<file path="src/rtl/div_pkg.sv">
// Shared definitions for the Goldschmidt divider front end.
// Holds the operand width, normalisation step count, shift-count and
// exponent widths, and the pre-normaliser state encoding.
package div_pkg;

    localparam int DIV_W      = 32;
    localparam int NORM_STEPS = 5;
    localparam int SH_W       = 5;
    localparam int EXP_W      = 6;
    localparam int K_W        = 3;

    // First binary-search step shifts by 2^(NORM_STEPS-1) = 16.
    localparam logic [K_W-1:0] K_START = K_W'(NORM_STEPS - 1);

    typedef enum logic [1:0] {
        IDLE,
        NORM,
        ISSUE,
        DBZ
    } prenorm_state_t;

endpackage

</file>
<file path="src/rtl/prenorm_step.sv">
// One binary-search normalisation stage (purely combinational).
// If the top 2^k bits of value are all zero, the value is shifted left by
// 2^k and 2^k is added to the running shift count; otherwise both pass
// through unchanged.
// Ports:
//   value      in  DIV_W  operand being normalised
//   count      in  SH_W   shift accumulated so far
//   k          in  K_W    step index, 4..0
//   shifted    out DIV_W  value after this step
//   count_next out SH_W   updated shift count
module prenorm_step
    import div_pkg::*;
(
    input  logic [DIV_W-1:0] value,
    input  logic [SH_W-1:0]  count,
    input  logic [K_W-1:0]   k,
    output logic [DIV_W-1:0] shifted,
    output logic [SH_W-1:0]  count_next
);

    logic [SH_W:0]    amount;     // 2^k, at most 16
    logic [DIV_W-1:0] top_mask;   // ones over the top 2^k bit positions
    logic             top_clear;

    assign amount     = (SH_W + 1)'(1) << k;
    assign top_mask   = ~({DIV_W{1'b1}} >> amount);
    assign top_clear  = (value & top_mask) == '0;
    assign shifted    = top_clear ? (value << amount) : value;
    assign count_next = top_clear ? (count + amount[SH_W-1:0]) : count;

endmodule

</file>
<file path="src/rtl/div_prenorm.sv">
// Operand pre-normaliser for the Goldschmidt divider.
// Accepts an unsigned dividend/divisor pair, left-justifies both in a fixed
// five-cycle binary search, traps divide-by-zero, and hands the normalised
// pair plus exponent correction to the divider with a one-cycle start.
// Ports:
//   clk, clrn         clock, asynchronous active-low reset
//   in_valid/in_ready operand handshake (ready only while idle)
//   dividend, divisor raw unsigned operands
//   div_busy          divider busy; start is held off while high
//   start             one-cycle issue pulse to the divider
//   a, b              normalised dividend / divisor
//   exp_diff          signed sh_b - sh_a; quotient = (a/b) * 2^exp_diff
//   a_zero            dividend was zero (a = 0, sh_a treated as 0)
//   dbz               one-cycle divide-by-zero pulse
module div_prenorm
    import div_pkg::*;
(
    input  logic                    clk,
    input  logic                    clrn,
    input  logic                    in_valid,
    output logic                    in_ready,
    input  logic [DIV_W-1:0]        dividend,
    input  logic [DIV_W-1:0]        divisor,
    input  logic                    div_busy,
    output logic                    start,
    output logic [DIV_W-1:0]        a,
    output logic [DIV_W-1:0]        b,
    output logic signed [EXP_W-1:0] exp_diff,
    output logic                    a_zero,
    output logic                    dbz
);

    prenorm_state_t   state, state_next;
    logic [K_W-1:0]   k;
    logic [DIV_W-1:0] work_a, work_b;
    logic [SH_W-1:0]  sh_a, sh_b;
    logic [DIV_W-1:0] step_a, step_b;
    logic [SH_W-1:0]  sh_a_next, sh_b_next;
    logic [SH_W-1:0]  sh_a_eff;
    logic             last_step;

    prenorm_step u_step_a (
        .value      (work_a),
        .count      (sh_a),
        .k          (k),
        .shifted    (step_a),
        .count_next (sh_a_next)
    );

    prenorm_step u_step_b (
        .value      (work_b),
        .count      (sh_b),
        .k          (k),
        .shifted    (step_b),
        .count_next (sh_b_next)
    );

    assign last_step = (k == '0);

    // A zero dividend runs the full search to a count of 31; force it to 0
    // so the exponent correction reflects only the divisor.
    assign sh_a_eff = (step_a == '0) ? '0 : sh_a_next;

    assign in_ready = (state == IDLE);
    assign start    = (state == ISSUE) && !div_busy;
    assign dbz      = (state == DBZ);

    // NOTE: every combinational output gets a default before the case so no
    // path leaves it unassigned, which would otherwise infer a latch.
    always_comb begin
        state_next = state;
        case (state)
            IDLE:  if (in_valid) state_next = NORM;
            NORM:  if (last_step) state_next = (step_b == '0) ? DBZ : ISSUE;
            ISSUE: if (!div_busy) state_next = IDLE;
            DBZ:   state_next = IDLE;
            default: state_next = IDLE;
        endcase
    end

    // NOTE: state is updated with non-blocking assignments so every register
    // samples the pre-edge values, independent of statement order.
    always_ff @(posedge clk or negedge clrn) begin
        if (!clrn) begin
            state    <= IDLE;
            k        <= K_START;
            work_a   <= '0;
            work_b   <= '0;
            sh_a     <= '0;
            sh_b     <= '0;
            a        <= '0;
            b        <= '0;
            exp_diff <= '0;
            a_zero   <= 1'b0;
        end else begin
            state <= state_next;
            case (state)
                IDLE: begin
                    if (in_valid) begin
                        work_a <= dividend;
                        work_b <= divisor;
                        sh_a   <= '0;
                        sh_b   <= '0;
                        a_zero <= 1'b0;
                        k      <= K_START;
                    end
                end
                NORM: begin
                    work_a <= step_a;
                    work_b <= step_b;
                    sh_a   <= sh_a_next;
                    sh_b   <= sh_b_next;
                    if (last_step) begin
                        k <= K_START;
                        // A zero divisor leaves a/b/exp_diff from the last
                        // good operation untouched.
                        if (step_b != '0) begin
                            a        <= step_a;
                            b        <= step_b;
                            a_zero   <= (step_a == '0);
                            exp_diff <= {1'b0, sh_b_next} - {1'b0, sh_a_eff};
                        end
                    end else begin
                        k <= k - 1'b1;
                    end
                end
                default: ;
            endcase
        end
    end

endmodule

</file>
<file path="config.mk">
export PLATFORM = sky130hd
export DESIGN_NAME = div_prenorm
export DESIGN_NICKNAME = d
export VERILOG_FILES = /design/src/rtl/div_pkg.sv /design/src/rtl/prenorm_step.sv /design/src/rtl/div_prenorm.sv
export SDC_FILE = /design/constraint.sdc
export NUM_CORES = 1
export LEC_CHECK = 0
export ABC_CLOCK_PERIOD_IN_PS = 4500
export CAP_MARGIN = 0
export CORE_MARGIN = 5
export CORE_UTILIZATION = 45
export DETAILED_ROUTE_END_ITERATION = 7
export PLACE_DENSITY = 0.8
export SYNTH_ARGS = -nofsm -noshare
export SYNTH_HDL_FRONTEND = slang
export SYNTH_SLANG_ARGS = --single-unit
</file>
<file path="constraint.sdc">
create_clock -name clk -period 4.5 [get_ports clk]
set_input_delay 0.675 -clock clk [delete_from_list [all_inputs] [get_ports clk]]
set_output_delay 0.675 -clock clk [all_outputs]
set_load 0.1 [all_outputs]
</file>
======== Word level (Yosys, flattened, before mapping) ========
Cells that the tools add are included.
cells by class
  $add $sub $neg .......................... 4
  shifts and indexed selects .............. 4
  bitwise gates (word level) .............. 3
  div/mod/pow operators ................... 0
  muxes and demuxes ....................... 24
  eq/ne operators ......................... 7
  order comparisons ....................... 0
  $mul .................................... 0
  reductions and logical operators ........ 14
operators with widths
  operator                 count
  $logic_not A32 Y1        4
  $mux W32                 4
  $pmux W32 S2             2
  $and A32 B32 Y32         2
  $shl A32 B6 Y32          2
  $not A32 Y32             1
  $reduce_bool A32 Y1      1
  $shr A32 B6 Y32 const A  1
  $mux W5                  4
  $pmux W5 S2              2
  $add A5 B5 Y5            2
  $ne A2 B2 Y1 const B     4
  $pmux W2 S4              1
  $mux W2                  3
  $mux W3                  2
  $pmux W3 S2              1
  $reduce_and A3 Y1        2
  $shl A1 B3 Y6 const A    1
  $sub A5 B5 Y6            1
  $eq A2 B2 Y1 const B     2
  $mux W1                  4
  $reduce_and A4 Y1        1
  $logic_not A3 Y1         1
  $sub A3 B1 Y3 const B    1
  other kinds (7)          7
storage, ports and cells
  bits of input ports ..................... 68
  latch bits .............................. 0
  output and inout port bits .............. 74
  flip-flop bits (word level) ............. 150
  bits in read-only memories .............. 0
  word-level logic and storage cells ...... 66
  bits in writable memories ............... 0
  memories ................................ 0

======== Logic depth before layout (Yosys ltp) ========
  word-level depth ........................ 10
  depth in mapped cells ................... 22
  depth with buffers taken out ............ 16

======== Modules after synthesis ========
A second synthesis with hierarchy kept.
second synthesis, totals
  cells, all modules ...................... 1230
  area total of the unflattened synthesis .. 11274.6 um2
modules (own cells, without submodules)
  module        area an instance (um2)  cells each  sequential area each (um2)  times used
  div_prenorm   6990.5                  610         3754.9                      1
  prenorm_step  2142.1                  310         0.0                         2

======== Worst setup path after synthesis ========
Ideal clock, no wire load.
  path type ............................... register -> register
  start point ............................. register k[2]
  end point ............................... register exp_diff[4]
  cell stages (with the launch flop) ...... 20
  data required time ...................... 4.374 ns
  slack ................................... 0.330 ns
  buffers on the path ..................... 6
  data arrival time ....................... 4.044 ns
  setup time .............................. 0.126 ns
  clock period less this slack ............ 4.170 ns
  path through ............................ dfstp_2 > buf_2 > buf_2 > buf_2 > buf_1 > buf_1 > clkbuf_1 > a22oi_1 > o22a_1 > nand4_1 > a221oi_1 > and4_1 > nor2_1 > ha_1 > inv_1 > fa_1 > a21o_1 > a21oi_1 > xnor2_1 > mux2_4
on the way
  longest elaborated chain between the ends .. 9
  elaborated cells between the ends (all ways) .. 21
  those cells by class .................... 3 x add/sub; 4 x shift; 5 x mux; 3 x bitwise; 6 x reduce/logical
ends and longest elaborated chain
  element                 line                text
  start, declared         div_prenorm.sv:34   logic [K_W-1:0] k;
  start signal, assigned  div_prenorm.sv:124  k <= k - 1'b1;
  $shl A1 B3 Y6           prenorm_step.sv:25  assign amount = (SH_W + 1)'(1) << k;
  $shr A32 B6 Y32         prenorm_step.sv:26  assign top_mask = ~({DIV_W{1'b1}} >> amount);
  $not A32 Y32            prenorm_step.sv:26
  $and A32 B32 Y32        prenorm_step.sv:27  assign top_clear = (value & top_mask) == '0;
  $logic_not A32 Y1       prenorm_step.sv:27
  $mux W32                prenorm_step.sv:28  assign shifted = top_clear ? (value << amount) : value;
  $logic_not A32 Y1       div_prenorm.sv:62   assign sh_a_eff = (step_a == '0) ? '0 : sh_a_next;
  $mux W5                 div_prenorm.sv:62
  $sub A5 B5 Y6           div_prenorm.sv:121  exp_diff <= {1'b0, sh_b_next} - {1'b0, sh_a_eff};
  end signal, assigned    div_prenorm.sv:121
  end, declared           div_prenorm.sv:28   output logic signed [EXP_W-1:0] exp_diff,
Several ways; a longest one is shown, not always the timed one.
A chain may end at the register's enable or synchronous reset.

======== Worst setup path in the final report ========
  start point ............................. register work_b[24]
  end point ............................... register a[16]
on the way
  longest elaborated chain between the ends .. 5
  elaborated cells between the ends (all ways) .. 6
  those cells by class .................... 1 x shift; 1 x mux; 1 x bitwise; 3 x reduce/logical
ends and longest elaborated chain
  element                                                                  line                text
  start, declared                                                          div_prenorm.sv:35   logic [DIV_W-1:0] work_a, work_b;
  start signal, assigned                                                   div_prenorm.sv:101  work_b <= divisor;
  start signal, assigned                                                   div_prenorm.sv:110  work_b <= step_b;
  parallel branches: the longest is 2 deep, another holds $shl A32 B6 Y32  n/a
  $mux W32 *                                                               prenorm_step.sv:28
  $reduce_bool A32 Y1 *                                                    div_prenorm.sv:117  if (step_b != '0) begin
  $reduce_and A3 Y1 (no source line) *                                     n/a
  end signal, assigned                                                     div_prenorm.sv:118  a <= step_a;
  end, declared                                                            div_prenorm.sv:26   output logic [DIV_W-1:0] a,
Mark *: on every way between the ends.

==> parameters.txt <==
Parameter                              Value

Yosys
  Simple-gate share of the synthesized area ... 15.5%
  Post-synthesis mux area share ... 17.0%
  Total nets after synthesis ... between 1000 and 1500
  Yosys warns ... 0
  Combinational family with the most area after synthesis ... compound AO/OA/AOI/OAI gates
  XOR/XNOR share of the synthesized area ... 1.26%
  Portion of the post-synthesis area used by sequential elements ... 33.8%
  Netlist Area Pre-Place ... roughly 0.011 mm2
  Number of distinct library cells after synthesis ... 83
  Avg Inst Size Synth ... 8.82 um2
  Synthesized netlist cell count ... 1259
  Proportion of synthesized flip-flops having asynchronous set or reset ... 100%
  Compound-gate portion of the synthesized area ... between 20% and 30%
  Synth Register Bits ... 150
  Top FF cell, synth ... dfrtp_1
  Number of synthesized flops with an enable pin ... 0
  Post-synthesis adder-cell area fraction ... 1.42%

Final layout
  Nets@finish ... 1511
  Number of antenna cells inserted ... 0
  Most common cell after layout, fill and taps aside ... dfrtp_1
  Sequential cell area ... 0.00376 mm2
  Filler instances ... between 2000 and 2500
  Share of layout cells above drive strength 1 ... 19.5%
  Area of the multi-input gates ... 0.00665 mm2
  Area growth, synth to finish ... 27.3%
  Commonest cells after routing, fill and taps aside ... dfrtp_1, buf_4, nand2_1

Route
  Post-DR vias/cell ... 6.47
  Routed vias ... between 10000 and 15000
  Detailed-route DRC error count ... 0
  Post-Route WL ... 45.3 mm
  Wirelength per Cell ... 25.6 um
  Number of nets still failing antenna checks after routing ... 0
  Initial DRC count ... around 1700
  Drt first pass iters ... 8

Clock tree
  Clock Root Buffer ... clkbuf_16
  TritonCTS buffer count ... 17
  Max Buffers Root-to-Sink ... 2
  CTS Hold Bufs ... 0
  Post-CTS Repair Setup Buffers ... 0
  Clock latency on the worst-skew pair ... about 0.44 ns
  Sink Count ... 150
  Clock-pin slew of the registers on the worst-case setup and hold paths ... 0.07 ns
  Level count of the clock H-tree ... 4
  CTS tree ... yes

Placement
  Count of input and output buffers ... 141
  Detailed placer's ending HPWL ... between 30 and 40 mm
  Placer's final routability congestion estimate ... ~1.1

Floorplanning
  Core Box Area ... around 0.024 mm2
  Initial core utilization ... a little under half
  Die span in x ... 167 um
  Die Height ... 167 um
  # IOs ... 142
  Site row count ... 57
  Floorplan die area ... ~0.028 mm2

STA
  Final total negative setup slack ... 0 ns
  Final number of hold-violating endpoints ... 0
  Shortest period the worst path allows ... 4.30 ns
  Final period util ... 95.5%
  Worst hold slack ... 0.232 ns
  Slew @ Worst Pin ... 1.02 ns
  Worst slew margin relative to its limit ... 31.8%
  RSZ-0062 raised after global routing ... no
  Upper clock frequency limit ... around 0.23 GHz
  Count of pins over their slew limit ... 0
  Number of failing setup endpoints in the final timing report ... 0
  Clock Skews ... ~0.013 ns

Critical path
  Worst path arrival time ... 4.61 ns
  Reg2Reg Setup Slack ... 0.20 ns
  Data required time at the worst endpoint ... 4.82 ns
  Slowest cell on the critical path ... nor4_1
  Critical Path Source Type ... register
  Sort of element at the end of the critical path ... register
  Setup CP Type ... register to register
  Largest fanout of any net on the critical path ... 44
  Maximum cell stage delay along the critical path ... 0.62 ns
  Chain of cells forming the critical path ... nor4_1 > nand3_1 > a21oi_2 > a21boi_0 > a2111oi_0 > buf_4 > o2111ai_1 > nor4_2 > a31oi_4 > buf_12 > mux2_4

Global route
  Wire length of the first global-routing pass ... roughly 70 mm
  Antenna violations before repair ... 1
  Pin count of the biggest net entering global routing ... 77
  Overall Global Routing Usage ... between 30% and 40%
  Vias in the first global route ... ~11000
  GRT overflow ... 0

Min path
  Worst hold path class ... input port to async pin

Status
  Result of the run ... complete, no violations

Flow run
  Reported max-cap violation count ... 0
[synthesized netlist by cell type, drive strengths merged, types with 12 or more instances]
| cell | n | share of area, % |
|---|---|---|
| nor2 | 73 | 2.5 |
| o211ai | 13 | 0.88 |
| o221ai | 12 | 0.95 |
| nor4 | 15 | 1.0 |
| buf | 52 | 2.5 |
| o21ai | 99 | 4.5 |
| a22oi | 15 | 1.0 |
| nand2 | 141 | 4.8 |
| nor3b | 18 | 1.2 |
| a22o | 17 | 1.3 |
| a21o | 14 | 0.95 |
| a21oi | 100 | 4.5 |
| a221oi | 13 | 1.1 |
| nor3 | 20 | 1.1 |
| mux2 | 63 | 7.9 |
| inv | 43 | 1.5 |
| clkbuf | 83 | 2.8 |
| o22a | 15 | 1.2 |
| o22ai | 23 | 1.3 |
| dfrtp | 149 | 34 |
| mux2i | 76 | 6.8 |
[stage by stage]
| step | utilization, % | cell area (um2) | setup slack (ns) | std cells |
|---|---|---|---|---|
| finish | 58.2 | 14100 | 0.203 | 1767 |
| global route | 58.2 | 14100 | 0.0196 | 1767 |
| floorplan | - | 11100 | 0.330 | 1259 |
| detailed placement | 55.6 | 13500 | 0.0981 | 1736 |
| CTS | 58.1 | 14100 | 0.0971 | 1767 |
| global placement | 55.6 | 13500 | 0.143 | 1736 |
[cells by family (layout without fill, tap and decap cells)]
logic type / after synthesis / after routing
multiplexers: 150 / 150
AND/OR/NAND/NOR: 347 / 347
adder cells (fa/ha/maj): 12 / 12
buffers and inverters: 178 / 362
XOR/XNOR: 16 / 16
flip-flops: 150 / 150
AO/OA/AOI/OAI: 406 / 406
[final cells by class]
class                      count  share of cell area [%]
inverter                      43                    1.14
clock inverter                13                    1.22
multi-input combinational    931                    47.0
tap                          324                    2.87
timing repair buffer         288                    18.1
clock buffer                  18                    3.03
sequential                   150                    26.6
[path summary, 6_finish.rpt]
path,from,end,cells after the start
worst min register to register,b[22]$_DFFE_PN0P_,b[22]$_DFFE_PN0P_,1
max in group asynchronous,clrn,sh_a[1]$_DFFE_PN0P_,2
min in group clk,b[22]$_DFFE_PN0P_,b[22]$_DFFE_PN0P_,1
worst max-delay path,work_b[24]$_DFFE_PN0P_,a[16]$_DFFE_PN0P_,11
worst min-delay path,clrn,b[1]$_DFFE_PN0P_,1
worst max register to register,work_b[24]$_DFFE_PN0P_,a[16]$_DFFE_PN0P_,11
[worst max-delay path, delay by kind of cell (launching register included)]
| family | cells | cell delay (ns) |
|---|---|---|
| AND/OR/NAND/NOR | 3 | 1.32 |
| AO/OA/AOI/OAI | 5 | 1.52 |
| flip-flops | 1 | 0.49 |
| multiplexers | 1 | 0.35 |
| buffers and inverters | 2 | 0.44 |
[state kept, by name, indices dropped and copies added (netlist names)]
register,flops
a,32
a_zero,1
b,32
exp_diff,6
k,3
sh_a,5
sh_b,5
state,2
work_a,32
work_b,32
[per-layer routing]
metal	GRT usage, %	routed length, um
met4	10.6	1640
met2	46.7	19300
met3	7.12	5340
met1	45.9	19000
met5	0	0
[timing repair]
action	in CTS	in global routing
endpoints found under the hold margin	0	0
gates resized for setup	0	5
setup endpoints to repair	0	29
Power is not shown: default switching activity piles up to over one toggle a cycle in this logic, so the estimate is an artifact.
